--- src/rtl/nine_key_pkg.sv ---
// Shared types and helpers for the 3x3 key matrix scanner.
// Key index order matches the LED segment pattern: col*3+row.
package nine_key_pkg;
    localparam int KEY_ROWS  = 3;
    localparam int KEY_COLS  = 3;
    localparam int KEY_COUNT = 9;

    typedef logic [3:0] key_code_t;

    typedef enum logic [1:0] {
        COL0 = 2'd0,
        COL1 = 2'd1,
        COL2 = 2'd2
    } scan_state_t;

    function automatic key_code_t key_index(input int col, input int row);
        return key_code_t'(col * KEY_ROWS + row);
    endfunction
endpackage

--- src/rtl/key_debounce.sv ---
// One key's debouncer: its state flips only after DEBOUNCE_SCANS consecutive
// disagreeing samples. rise pulses for one cycle on a debounced press.
module key_debounce #(
    parameter int DEBOUNCE_SCANS = 4
) (
    input  logic clk,
    input  logic rst_n,
    input  logic sample_en,
    input  logic sample,
    output logic state,
    output logic rise
);
    localparam logic [3:0] LIMIT = 4'(DEBOUNCE_SCANS);

    logic [3:0] count_reg;
    logic       state_reg;
    logic       rise_reg;

    always_ff @(posedge clk or negedge rst_n) begin
        if (!rst_n) begin
            count_reg <= '0;
            state_reg <= 1'b0;
            rise_reg  <= 1'b0;
        end else begin
            rise_reg <= 1'b0;
            if (sample_en) begin
                if (sample == state_reg) begin
                    count_reg <= '0;
                end else if (count_reg + 4'd1 >= LIMIT) begin
                    count_reg <= '0;
                    state_reg <= sample;
                    rise_reg  <= sample;
                end else begin
                    count_reg <= count_reg + 4'd1;
                end
            end
        end
    end

    assign state = state_reg;
    assign rise  = rise_reg;
endmodule

--- src/rtl/nine_key_matrix_scanner.sv ---
// Scans a 3x3 active-low key matrix one column at a time, debounces every key
// and reports press events through a valid/ack handshake with a sticky overflow.
module nine_key_matrix_scanner
    import nine_key_pkg::*;
#(
    parameter int SCAN_DIV       = 262144,
    parameter int DEBOUNCE_SCANS = 4
) (
    input  logic           clk,
    input  logic           rst_n,
    input  logic [2:0]     rows_in,
    output logic [2:0]     cols_out,
    output logic [8:0]     keys,
    output logic           key_valid,
    output key_code_t      key_code,
    input  logic           key_ack,
    output logic           overflow
);
    localparam int DW = (SCAN_DIV > 1) ? $clog2(SCAN_DIV) : 1;
    localparam logic [DW-1:0] DWELL_LAST = DW'(SCAN_DIV - 1);

    logic [2:0]           sync1_reg;
    logic [2:0]           rows_sync_reg;
    logic [DW-1:0]        dwell_reg;
    scan_state_t          state_reg;
    logic [2:0]           cols_reg;
    logic                 dwell_last;
    logic [KEY_COLS-1:0]  col_sel;
    logic [KEY_COUNT-1:0] key_state;
    logic [KEY_COUNT-1:0] key_rise;
    logic                 cand_valid;
    key_code_t            cand_code;
    logic                 multi_press;
    logic                 drop;
    logic                 key_valid_reg;
    key_code_t            key_code_reg;
    logic                 overflow_reg;

    always_ff @(posedge clk or negedge rst_n) begin
        if (!rst_n) begin
            sync1_reg     <= 3'b111;
            rows_sync_reg <= 3'b111;
        end else begin
            sync1_reg     <= rows_in;
            rows_sync_reg <= sync1_reg;
        end
    end

    assign dwell_last = (dwell_reg == DWELL_LAST);

    // Rows are sampled on the last dwell cycle so the synchronizer has settled.
    always_ff @(posedge clk or negedge rst_n) begin
        if (!rst_n) begin
            dwell_reg <= '0;
            state_reg <= COL0;
            cols_reg  <= 3'b110;
        end else if (dwell_last) begin
            dwell_reg <= '0;
            case (state_reg)
                COL0:    begin state_reg <= COL1; cols_reg <= 3'b101; end
                COL1:    begin state_reg <= COL2; cols_reg <= 3'b011; end
                default: begin state_reg <= COL0; cols_reg <= 3'b110; end
            endcase
        end else begin
            dwell_reg <= dwell_reg + DW'(1);
        end
    end

    always_comb begin
        col_sel = '0;
        case (state_reg)
            COL0:    col_sel = 3'b001;
            COL1:    col_sel = 3'b010;
            COL2:    col_sel = 3'b100;
            default: col_sel = '0;
        endcase
    end

    for (genvar gi = 0; gi < KEY_COUNT; gi++) begin : g_key
        localparam int COL = gi / KEY_ROWS;
        localparam int ROW = gi % KEY_ROWS;

        key_debounce #(
            .DEBOUNCE_SCANS(DEBOUNCE_SCANS)
        ) u_debounce (
            .clk      (clk),
            .rst_n    (rst_n),
            .sample_en(dwell_last && col_sel[COL]),
            .sample   (~rows_sync_reg[ROW]),
            .state    (key_state[gi]),
            .rise     (key_rise[gi])
        );
    end

    // Lowest-index rising key wins; any additional simultaneous press is dropped.
    always_comb begin
        cand_valid = 1'b0;
        cand_code  = '0;
        for (int c = KEY_COLS - 1; c >= 0; c--) begin
            for (int r = KEY_ROWS - 1; r >= 0; r--) begin
                if (key_rise[key_index(c, r)]) begin
                    cand_valid = 1'b1;
                    cand_code  = key_index(c, r);
                end
            end
        end
        multi_press = ($countones(key_rise) > 1);
        drop        = multi_press || (cand_valid && key_valid_reg && !key_ack);
    end

    always_ff @(posedge clk or negedge rst_n) begin
        if (!rst_n) begin
            key_valid_reg <= 1'b0;
            key_code_reg  <= '0;
            overflow_reg  <= 1'b0;
        end else begin
            if (!key_valid_reg || key_ack) begin
                key_valid_reg <= cand_valid;
                if (cand_valid) begin
                    key_code_reg <= cand_code;
                end
            end
            if (drop) begin
                overflow_reg <= 1'b1;
            end else if (key_ack && key_valid_reg) begin
                overflow_reg <= 1'b0;
            end
        end
    end

    assign cols_out  = cols_reg;
    assign keys      = key_state;
    assign key_valid = key_valid_reg;
    assign key_code  = key_code_reg;
    assign overflow  = overflow_reg;
endmodule

--- config.mk ---
export PLATFORM = sky130hd
export DESIGN_NAME = nine_key_matrix_scanner
export DESIGN_NICKNAME = d
export VERILOG_FILES = /design/src/rtl/nine_key_pkg.sv /design/src/rtl/key_debounce.sv /design/src/rtl/nine_key_matrix_scanner.sv
export SDC_FILE = /design/constraint.sdc
export NUM_CORES = 1
export LEC_CHECK = 0
export ABC_AREA = 1
export CAP_MARGIN = 40
export CORE_MARGIN = 5
export CORE_UTILIZATION = 50
export DETAILED_ROUTE_END_ITERATION = 8
export DONT_BUFFER_PORTS = 1
export HOLD_SLACK_MARGIN = 0.1
export PLACE_DENSITY = 0.76
export SYNTH_ARGS = -nofsm -noshare
export SYNTH_HDL_FRONTEND = slang
export SYNTH_HIERARCHICAL = 1
export SYNTH_SLANG_ARGS = --single-unit
--- constraint.sdc ---
create_clock -name clk -period 6.27 [get_ports clk]
set_clock_uncertainty 0.05 [all_clocks]
set_input_delay 0.627 -clock clk [delete_from_list [all_inputs] [get_ports clk]]
set_output_delay 0.627 -clock clk [all_outputs]
set_load 0.1 [all_outputs]
==> results summary, run 1 <==
The number of enable flip-flop cells after synthesis came out at 0. Summing all flip-flop and latch instances after layout gives around 0.0022 mm². The number of iterations in the first detailed-routing pass came out at 4.

The summed negative setup slack over all endpoints is 0 ns. The setup-violating endpoint count in the final report came out at 0. In this run the cell area measured after placement is 0.00487 mm². CTS saw 89 sinks. The overall overflow remaining after global route came out at 0. The multi-input combinational cells in the finished layout cover a total of around 0.0018 mm². The worst register-to-register path begins at g_key[0].u_debounce/rise$_DFF_PN0_.

The clock input transition at the sequential cells of the worst setup and hold paths came out at around 0.090 ns. The port buffer count came out at 0. The maximum buffer depth of the clock tree is 2. The number of antenna violations at the first check in global routing came out at 0. Each instance of the synthesized netlist takes up on average roughly 8.6 µm². For this run, the leading register cell type out of synthesis is dfrtp_1. The wire length per cell came out at approximately 13 µm. The initial DRC count is approximately 140.

The register with the most flip-flops in the layout has 36 of them. Setup repair after global routing left no endpoint under its margin. The summed instance area of the synthesized netlist is 0.00441 mm². For the worst setup path, the data required time is about 6.5 ns. Detailed routing inserted a total of 3333 vias.

The starting density of the core came out at approximately half. The number of gates resized after CTS was 0. The weighted congestion reported at the end of routability-driven placement is 0.812. The CTS root buffer is clkbuf_8. During synthesis, Yosys emitted a total of 6 warnings. The via count of the first global-routing pass is about 3.4k. The number of nets with antenna violations after routing came out at 0.

The die is between 100 and 150 µm tall. The core footprint is slightly below 0.009 mm². The async set-reset flop share out of synthesis came out at between 90% and 100%. The final routed wirelength across all metal layers is 8.15 mm. The number of hold-repair buffers added at the cts stage came out at 1. The H-tree depth reported by CTS came out at 3. The normalized max-slew margin is 39.5%. The final core utilization is 59.1%. The wire-length estimate of the detail-placed layout is ~5.9 mm.

The kind of path behind the tightest hold check is input pin to async pin. Tracing the worst setup path back leads to its startpoint at g_key[0].u_debounce/rise$_DFF_PN0_. The number of nets in the synthesized netlist is 534. The final number of hold-violating endpoints came out at 0.

Data on the critical path arrives at its endpoint at ~3.5 ns. The global-route wire length before repair is roughly 14 mm. Across all register-to-register paths, the minimum setup slack is 2.97 ns. The gate count of the mapped netlist came out at roughly 510.

The number of violations of the max-capacitance limit came out at 0. The proportion of synthesized chip area in sequential cells is between 50% and 60%. The number of clock buffers added by TritonCTS is 9. The post-placement worst setup slack is 2.98 ns. The worst-case IR drop observed on VDD is about 170 µV. The TritonCTS clock tree is done. Global routing consumed, over all layers together, 15.9% of the routing resources. The routed via count divided by cell count came out at ~5.1. The slack of the critical path came out at ~3.0 ns. Once the clock tree was built, the setup fixing pass inserted 0 buffers.

The number of nets in the layout came out at 560. The number of antenna diodes in the final layout is 0. The synthesis-stage register bit count is around 90. The growth of design area from synthesis to finish is 16.3%.

The static power due to leakage came out at about 2.6 nW. The floorplan step defined a die boundary enclosing ~0.011 mm². The count of boundary I/O pins came out at 24. The latest clock arrival within the worst-skew pair is between 0.3 and 0.4 ns. The number of unique standard cell types used by synthesis is 28. The count of standard-cell rows came out at 34. The highest attainable clock frequency is roughly 0.30 GHz. The share of the clock period used by the worst path after layout came out at 52.7%. The flow ran to the end, and the final reports show no timing, DRC or antenna violations. STA classifies the critical path startpoint as a register. The maximum fanout along the worst path came out at 2. The slew at the pin closest to its max-slew limit came out at between 0.9 and 1 ns. The post-route DRC violation count is 0.

The die span in x is between 100 and 150 µm. The final critical delay including setup and external delays is 3.30 ns. The worst setup path is captured at a register. The pin count of the biggest net entering global routing is 90. Power spread over the standard cell area amounts to around 200 mW/mm². The number of slew-limit violations in the final report came out at 0. The fraction of layout cells with a size suffix above 1 came out at around an eighth.

The type of the worst setup path is register to register. Counting the fill cells in the layout gives 731. The final instance area came out at between 0.005 and 0.006 mm².
## path summary, 6_finish.rpt
kind	to	cells past startpoint
max	overflow$_DFFE_PN0P_	10
min	g_key[6].u_debounce/count_reg[0]$_DFFE_PN0P_	1
max reg2reg	overflow$_DFFE_PN0P_	10
min reg2reg	rows_sync_reg[1]$_DFF_PN1_	0
max in group asynchronous	sync1_reg[1]$_DFF_PN1_	1
min in group clk	sync1_reg[0]$_DFF_PN1_	0
## power breakdown
part           switching (mW)  internal, mW
Clock                   0.200         0.247
Combinational          0.0164       0.00357
Sequential             0.0112         0.578
## final cells by class
| class | count | share of cell area, % |
|---|---|---|
| inverters | 92 | 6.83 |
| clock inverters | 4 | 1.44 |
| repair buffers | 15 | 6.88 |
| clock buffers | 12 | 3.03 |
| flip-flops and latches | 89 | 43.6 |
| well taps | 108 | 2.64 |
| multi-input cells | 330 | 35.5 |
## metrics by stage
stage	power [mW]	instances	hold WS, ns
floorplan	0.607	511	0.281
global placement	0.608	621	0.284
detailed placement	0.609	633	0.284
finish	1.06	650	0.120
global route	1.10	650	0.143
CTS	1.07	650	0.136
## cell families (layout without fill, tap and decap cells)
kind of cell             after synthesis  count (layout)  share of synthesized area (%)
XOR/XNOR                              14              14                           2.78
buffers and inverters                 92             123                           7.95
AO/OA/AOI/OAI                         32              32                           4.31
AND/OR/NAND/NOR                      267             267                           28.5
adder cells (fa/ha/maj)               17              17                           5.68
flip-flops                            89              89                           50.7
## synth_stat cells (8+ instances only)
library cell / n / share of area, %
xor2_1: 10 / 2.0
nand3_1: 23 / 2.6
nor2_4: 11 / 2.8
dfrtp_1: 81 / 46
dfstp_2: 8 / 4.8
ha_1: 12 / 3.4
o22ai_1: 18 / 2.6
nand3_2: 10 / 2.3
nor2_1: 56 / 4.8
nand2_1: 143 / 12
nand4_1: 14 / 2.0
inv_1: 90 / 7.7
## critical path, cell delays in order (launching register included)
cell,delay [ns]
dfrtp_1,0.35
inv_1,0.08
fa_1,0.55
fa_1,0.43
fa_1,0.46
fa_1,0.41
fa_1,0.40
nor2_1,0.10
o21ai_0,0.10
a21oi_1,0.15
o211ai_1,0.10
## cells in the final DEF, fill, tap and decap left out, types with 3 or more instances in the layout
master    Yosys  final
nand2_1     143    143
inv_1        90     90
dfrtp_1      81     81
nor2_1       56     56
nand3_1      23     23
o22ai_1      18     18
nand4_1      14     14
ha_1         12     12
buf_16        0     12
nor2_4       11     11
clkbuf_8      0     11
nand3_2      10     10
xor2_1       10     10
dfstp_2       8      8
o21ai_1       5      5
o21ai_0       5      5
fa_1          5      5
xnor2_1       4      4
nor2_2        3      3
buf_4         0      3
## metal layers
layer	part of all wire, %	track usage (%)
met3	3.9	4.41
met1	41	17.8
met5	0	0
met2	54	29.2
met4	1.3	5.09
Power figures use the tool's default switching activity.
==> inputs of run 2 (changes only) <==
clock period = 3.4 ns   (was 6.27 ns; I/O delays follow)
==> results summary, run 2 (synthesis gave the netlist of run 1 again) <==
Setup repair after global routing left no endpoint under its margin. The relative contribution of sequential cells to total power is 58.5% (+2.7 points). The number of nets with antenna violations after routing is 0 (unchanged). The post-route DRC violation count is 0 (unchanged). Traced cell by cell, the critical path runs through inv_1, fa_1, fa_1, fa_1, fa_2, fa_2, nand2_1, a21oi_1, o211ai_1.

The weighted congestion reported at the end of routability-driven placement is 0.810 (-0.25%). The worst path buffer plus inverter count is 1 (unchanged). The fraction of layout cells with a size suffix above 1 came out at 13.1% (+0.41 points). The HPWL after detailed placement is 5.81 mm (-1.2%).

The highest attainable clock frequency came to 0.307 GHz (+1.4%). The wire length per cell came out at 12.4 µm (-1.4%). The final critical delay including setup and external delays came out at 3.26 ns (-0.0462 ns). The category of the worst setup path capture point is a register. The pin count of the biggest net entering global routing is 90 (unchanged).

The normalized max-slew margin came to 39.7% (+0.20 points). The clock power share is 38.4% (-3.9 points). The number of antenna diodes came out at 0 (unchanged). The maximum buffer depth of the clock tree came out at 2 (unchanged). The count of boundary I/O pins came out at 24 (unchanged).

The top cell types in the final layout, fill and taps aside, are nand2_1 (143), inv_1 (90), dfrtp_1 (81). The number of violations of the max-capacitance limit is 0 (unchanged). The switching portion of total power is 23.0% (+1.4 points). The summed negative setup slack over all endpoints is 0 ns (unchanged). The H-tree depth reported by CTS came out at 3 (unchanged). The maximum fanout along the worst path came out at 2 (unchanged). The type of the worst setup path is register to register. The clock buffer count from CTS is 9 (unchanged). The final non-filler cell total is 656 (+0.92%). The core footprint is 0.00868 mm² (unchanged).

The number of nets in the layout is 566 (+1.1%). The cell internal power dissipation is 1.42 mW (+71%). The setup-violating endpoint count in the final report came out at 0 (unchanged). CTS placed an instance of clkbuf_8 at the clock tree root.

The post-CTS setup repair buffer count came out at 0 (unchanged). The number of antenna violations at the first check in global routing was 0 (unchanged). The overall via count from detail_route is 3282 (-1.5%).

The routed via count divided by cell count came out at 5.00 (-2.4%). The count of standard-cell rows came to 34 (unchanged). The via count of the first global-routing pass is 3307 (-2.0%). The net switching component of the power came to 0.424 mW (+86%). The areal power density over the cells is 360 mW/mm² (+75%).

The number of slew-limit violations in the final report is 0 (unchanged). The run finished with clean final reports. TritonCTS built the clock tree.

The required time at the worst-slack endpoint is 3.58 ns (-2.87 ns). The overall overflow remaining after global route came out at 0 (unchanged). The total power of the final layout is 1.85 mW (+75%).

The die area is 0.0108 mm² (unchanged). Counting stages on the worst path, the most repeated cell is fa_1. Grouping stages by cell kind, the critical path spends the most delay in adder cells. The final core utilization came out at 59.1% (about the same).

The number of cells after detailed placement came out at 635 (+0.32%). The growth of design area from synthesis to finish came out at 16.2% (about the same). The kind of launch point of the worst setup path is a register. The die span in x is 104 µm (unchanged). The number of iterations in the first detailed-routing pass is 4 (unchanged).

Among all stages on the critical path, the largest delay is contributed by fa_1. The most frequent standard cell in the layout excluding fill and tap cells is nand2_1. The path class of the tightest hold or removal check is input pin to register.

The arrival time reported for the critical path endpoint was 3.44 ns (-0.05 ns). The final number of hold-violating endpoints is 0 (unchanged). The final routed wirelength across all metal layers came out at 8.11 mm (-0.44%). The flip-flop count of the largest register, all copies and words added is 36 (unchanged). The static power due to leakage is 2.58 nW (about the same). The port buffer count came out at 0 (unchanged). The slew at the pin closest to its max-slew limit is 0.904 ns (-0.00300 ns). The latest clock arrival within the worst-skew pair is 0.35 ns (about the same). The combinational share of power came out at 3.1% (+1.2 points).

The share of the clock period used by the worst path after layout came out at 95.8% (+43 points). The global routing usage summed across all routing layers came out at 16.3% (+0.36 points). The number of sinks driven by the clock tree came out at 89 (unchanged). The starting density of the core came to 50.8% (unchanged). The clock input transition at the sequential cells of the worst setup and hold paths is 0.09 ns (about the same). The initial DRC count is 117 (-17%).

The maximum vdd drop is 251 µV (+45%). The largest stage delay on the critical path came out at 0.58 ns (+0.03 ns). The global-route wire length before repair came to 14.8 mm (+2.2%). The die extent in y is 104 µm (unchanged).
-- run 2: final timing paths --
kind | from | endpoint | slack, ns | cells after the start
min | key_ack | key_valid$_DFFE_PN0N_ | 0.13 | 3
min in group asynchronous | rst_n | key_code[1]$_DFFE_PN0P_ | 0.49 | 2
max | g_key[0].u_debounce/rise$_DFF_PN0_ | overflow$_DFFE_PN0P_ | 0.14 | 9
min reg2reg | sync1_reg[1]$_DFF_PN1_ | rows_sync_reg[1]$_DFF_PN1_ | 0.31 | 0
max in group asynchronous | rst_n | sync1_reg[1]$_DFF_PN1_ | 2.41 | 2
max reg2reg | g_key[0].u_debounce/rise$_DFF_PN0_ | overflow$_DFFE_PN0P_ | 0.14 | 9
-- run 2: repair_timing --
item | 4_1_cts | 5_1_grt
endpoints found under the hold margin | 92 | 0
setup endpoints to repair | 0 | 1
gates resized for setup | 0 | 2
hold buffers | 5 | 0
-- run 2: power groups by stage --
stage,sequential (mW),clock (mW),combinational (mW)
after floorplan,1.11,0,0.0116
after global placement,1.11,0,0.0134
after detailed placement,1.10,0,0.0306
after CTS,1.08,0.729,0.0596
after global routing,1.08,0.777,0.0647
final,1.08,0.709,0.0572
-- run 2: stage by stage --
step           hold WS (ns)  cell area, µm²  setup WS (ns)
2_1_floorplan      -0.00559            4410          0.295
3_3_place_gp       -0.00310            4590          0.217
3_5_place_dp       -0.00298            4860         0.0799
4_1_cts               0.112            5120         0.0832
5_1_grt               0.177            5120         0.0140
6_report              0.128            5120          0.143
-- run 2: worst register-to-register path, stage by stage, from the launching register on --
cell and delay [ns]:
dfrtp_1 0.35, inv_1 0.07, fa_1 0.58, fa_1 0.44, fa_1 0.47, fa_2 0.37, fa_2 0.53, nand2_1 0.05
a21oi_1 0.11, o211ai_1 0.11
-- run 2: cell type report --
type / count / area, µm²
Clock buffer: 11 / 131
Clock inverter: 5 / 56.3
Fill cell: 765 / 3550
Inverter: 92 / 350
Multi-Input combinational cell: 330 / 1830
Sequential cell: 89 / 2240
Tap cell: 108 / 135
Timing Repair Buffer: 21 / 388
-- run 2: metal layers --
layer	part of all wire [%]	vias up	GRT usage (%)
met5	0	-	0
met4	1.7	0	5.92
met3	2.7	14	2.92
met2	52	47	28.5
met1	44	1566	20.1
li1	-	1655	-
==> inputs of run 3 (changes only) <==
CTS_CLUSTER_SIZE = 30   (was unset)
MAX_ROUTING_LAYER = met4   (was unset)
==> results summary, run 3 (synthesis gave the netlist of run 1 again) <==
The run finished with clean final reports. The post-CTS setup repair buffer count is 0 (unchanged). The critical path is of the register to register type.

The post-route DRC violation count came out at 0 (unchanged). The number of antenna diodes is 0 (unchanged). The pin count of the biggest net entering global routing is 90 (unchanged).

The core footprint came to 0.00868 mm² (unchanged). The number of sinks driven by the clock tree came out at 89 (unchanged). The final routed wirelength across all metal layers is 8.11 mm (about the same). The final number of hold-violating endpoints is 0 (unchanged). The die extent in y is 104 µm (unchanged).

The setup-violating endpoint count in the final report is 0 (unchanged). The number of violations of the max-capacitance limit is 0 (unchanged). The die area is 0.0108 mm² (unchanged).

The clock input transition at the sequential cells of the worst setup and hold paths came out at 0.09 ns (about the same). The register-to-register setup slack came out at 0.14 ns (about the same). The worst hold path depth is 3 (unchanged). The HPWL after detailed placement came to 5.81 mm (unchanged). The flip-flop count of the largest register, all copies and words added came to 36 (unchanged). The critical path startpoint is g_key[0].u_debounce/rise$_DFF_PN0_. In the layout the commonest cells are nand2_1 (143), inv_1 (90), dfrtp_1 (81). The number of filler instances in the final layout is 765 (unchanged). The worst hold slack after final layout is 0.126 ns (-0.00221 ns).

The net switching component of the power came out at 0.426 mW (+0.49%). The maximum buffer depth of the clock tree came to 2 (unchanged). The areal power density over the cells is 360 mW/mm² (+0.11%).

The global-route wire length before repair came out at 14.8 mm (unchanged). The path class of the tightest hold or removal check is input pin to register. The number of cell instances on the worst register-to-register path is 9 (unchanged). The routed via count divided by cell count is 5.01 (+0.21%). The cell internal power dissipation came out at 1.42 mW (about the same).

The overall overflow remaining after global route came out at 0 (unchanged). The critical path ends at overflow$_DFFE_PN0P_. The global routing usage summed across all routing layers is 16.8% (+0.47 points). The number of nets in the layout is 566 (unchanged).

Setup repair after global routing left no endpoint under its margin. The combinational share of power is 3.1% (about the same). The fraction of layout cells with a size suffix above 1 came to 13.1% (unchanged). The relative contribution of sequential cells to total power came out at 58.4% (about the same). The via count of the first global-routing pass is 3303 (-0.12%).

The summed negative setup slack over all endpoints came to 0 ns (unchanged). The growth of design area from synthesis to finish is 16.2% (unchanged). The area of combinational cells with multiple inputs came to 0.00183 mm² (unchanged). The maximum vdd drop is 251 µV (+0.21%).

The port buffer count came out at 0 (unchanged). The highest attainable clock frequency came out at 0.307 GHz (about the same). The share of the clock period used by the worst path after layout is 95.8% (about the same). In this run the critical register-to-register path is launched from g_key[0].u_debounce/rise$_DFF_PN0_. The starting density of the core was 50.8% (unchanged). The switching portion of total power was 23.0% (+0.087 points). The count of boundary I/O pins is 24 (unchanged). The clock power share came out at 38.5% (about the same).

The die span in x came out at 104 µm (unchanged). The number of iterations in the first detailed-routing pass came out at 4 (unchanged). The weighted congestion reported at the end of routability-driven placement came to 0.822 (+1.5%). The number of antenna violations at the first check in global routing came to 0 (unchanged). TritonCTS built the clock tree. The flip-flop and latch area is 0.00224 mm² (unchanged). The overall via count from detail_route came to 3289 (+0.21%).

The slew at the pin closest to its max-slew limit came to 0.904 ns (+0.0000200 ns). The count of standard-cell rows is 34 (unchanged). The H-tree depth reported by CTS came out at 3 (unchanged).

The CTS root buffer is clkbuf_8. The final critical delay including setup and external delays came to 3.26 ns (+0.000631 ns). The clock buffer count from CTS came out at 9 (unchanged). The number of nets with antenna violations after routing came out at 0 (unchanged). The number of slew-limit violations in the final report was 0 (unchanged). The latest clock arrival within the worst-skew pair is 0.36 ns (about the same). The wire length per cell came out at 12.4 µm (about the same). In this run the critical register-to-register path is captured at overflow$_DFFE_PN0P_.

The initial DRC count came out at 133 (+14%). The kind of launch point of the worst setup path is a register. The maximum fanout along the worst path is 2 (unchanged). The required time at the worst-slack endpoint is 3.58 ns (about the same). The static power due to leakage came out at 2.58 nW (unchanged). The normalized max-slew margin came out at 39.7% (about the same).

The category of the worst setup path capture point is a register. The arrival time reported for the critical path endpoint is 3.44 ns (about the same). The most frequent standard cell in the layout excluding fill and tap cells is nand2_1.
## run 3: cell counts in the layout (fill, tap and decap cells not counted)
No cell type changed its count.
## run 3: stage by stage
step / instance area [µm²] / total power, mW / util [%] / setup slack [ns] / cells
floorplan: 4410 / 1.12 / - / 0.295 / 511
finish: 5120 / 1.85 / 59.1 / 0.142 / 656
CTS: 5120 / 1.87 / 59.0 / 0.0832 / 656
global route: 5120 / 1.92 / 59.1 / 0.0140 / 656
detailed placement: 4860 / 1.13 / 56.1 / 0.0799 / 635
global placement: 4590 / 1.12 / 52.9 / 0.217 / 625
## run 3: worst min-delay path by stage
| stage | to | startpoint | slack [ns] |
|---|---|---|---|
| floorplan | cols_out[0]$_DFFE_PN0N_ | rst_n | -0.006 |
| global placement | g_key[0].u_debounce/count_reg[3]$_DFFE_PN0P_ | rst_n | -0.003 |
| detailed placement | g_key[0].u_debounce/count_reg[3]$_DFFE_PN0P_ | rst_n | -0.003 |
| CTS | key_valid$_DFFE_PN0N_ | key_ack | 0.11 |
| global route | key_valid$_DFFE_PN0N_ | key_ack | 0.18 |
| finish | key_valid$_DFFE_PN0N_ | key_ack | 0.13 |
## run 3: layout make-up
type / count / share of cell area (%)
inverters: 92 / 6.84
repair buffers: 21 / 7.57
well taps: 108 / 2.64
flip-flops and latches: 89 / 43.7
multi-input cells: 330 / 35.6
clock inverters: 5 / 1.10
clock buffers: 11 / 2.56
## run 3: what timing repair did
action	4_1_cts	5_1_grt
setup endpoints to repair	0	1
gates resized for setup	0	2
endpoints found under the hold margin	92	0
hold buffers	5	0
## run 3: power groups by stage
stage | clock [mW] | combinational, mW | sequential (mW)
after global placement | 0 | 0.0134 | 1.11
final | 0.711 | 0.0574 | 1.08
after global routing | 0.777 | 0.0647 | 1.08
after detailed placement | 0 | 0.0306 | 1.10
after floorplan | 0 | 0.0116 | 1.11
after CTS | 0.729 | 0.0596 | 1.08
## run 3: routing by layer
metal,vias up,track usage [%],wire [µm],share of wire (%)
met5,-,-,0,0
met2,46,28.5,4210,52
met3,15,2.92,237,2.9
met4,0,5.92,142,1.8
met1,1568,20.1,3510,43
li1,1660,-,-,-
## run 3: critical path: stages, from the launching register on
cell	delay [ns]
dfrtp_1	0.35
inv_1	0.07
fa_1	0.58
fa_1	0.44
fa_1	0.47
fa_2	0.37
fa_2	0.53
nand2_1	0.05
a21oi_1	0.11
o211ai_1	0.11
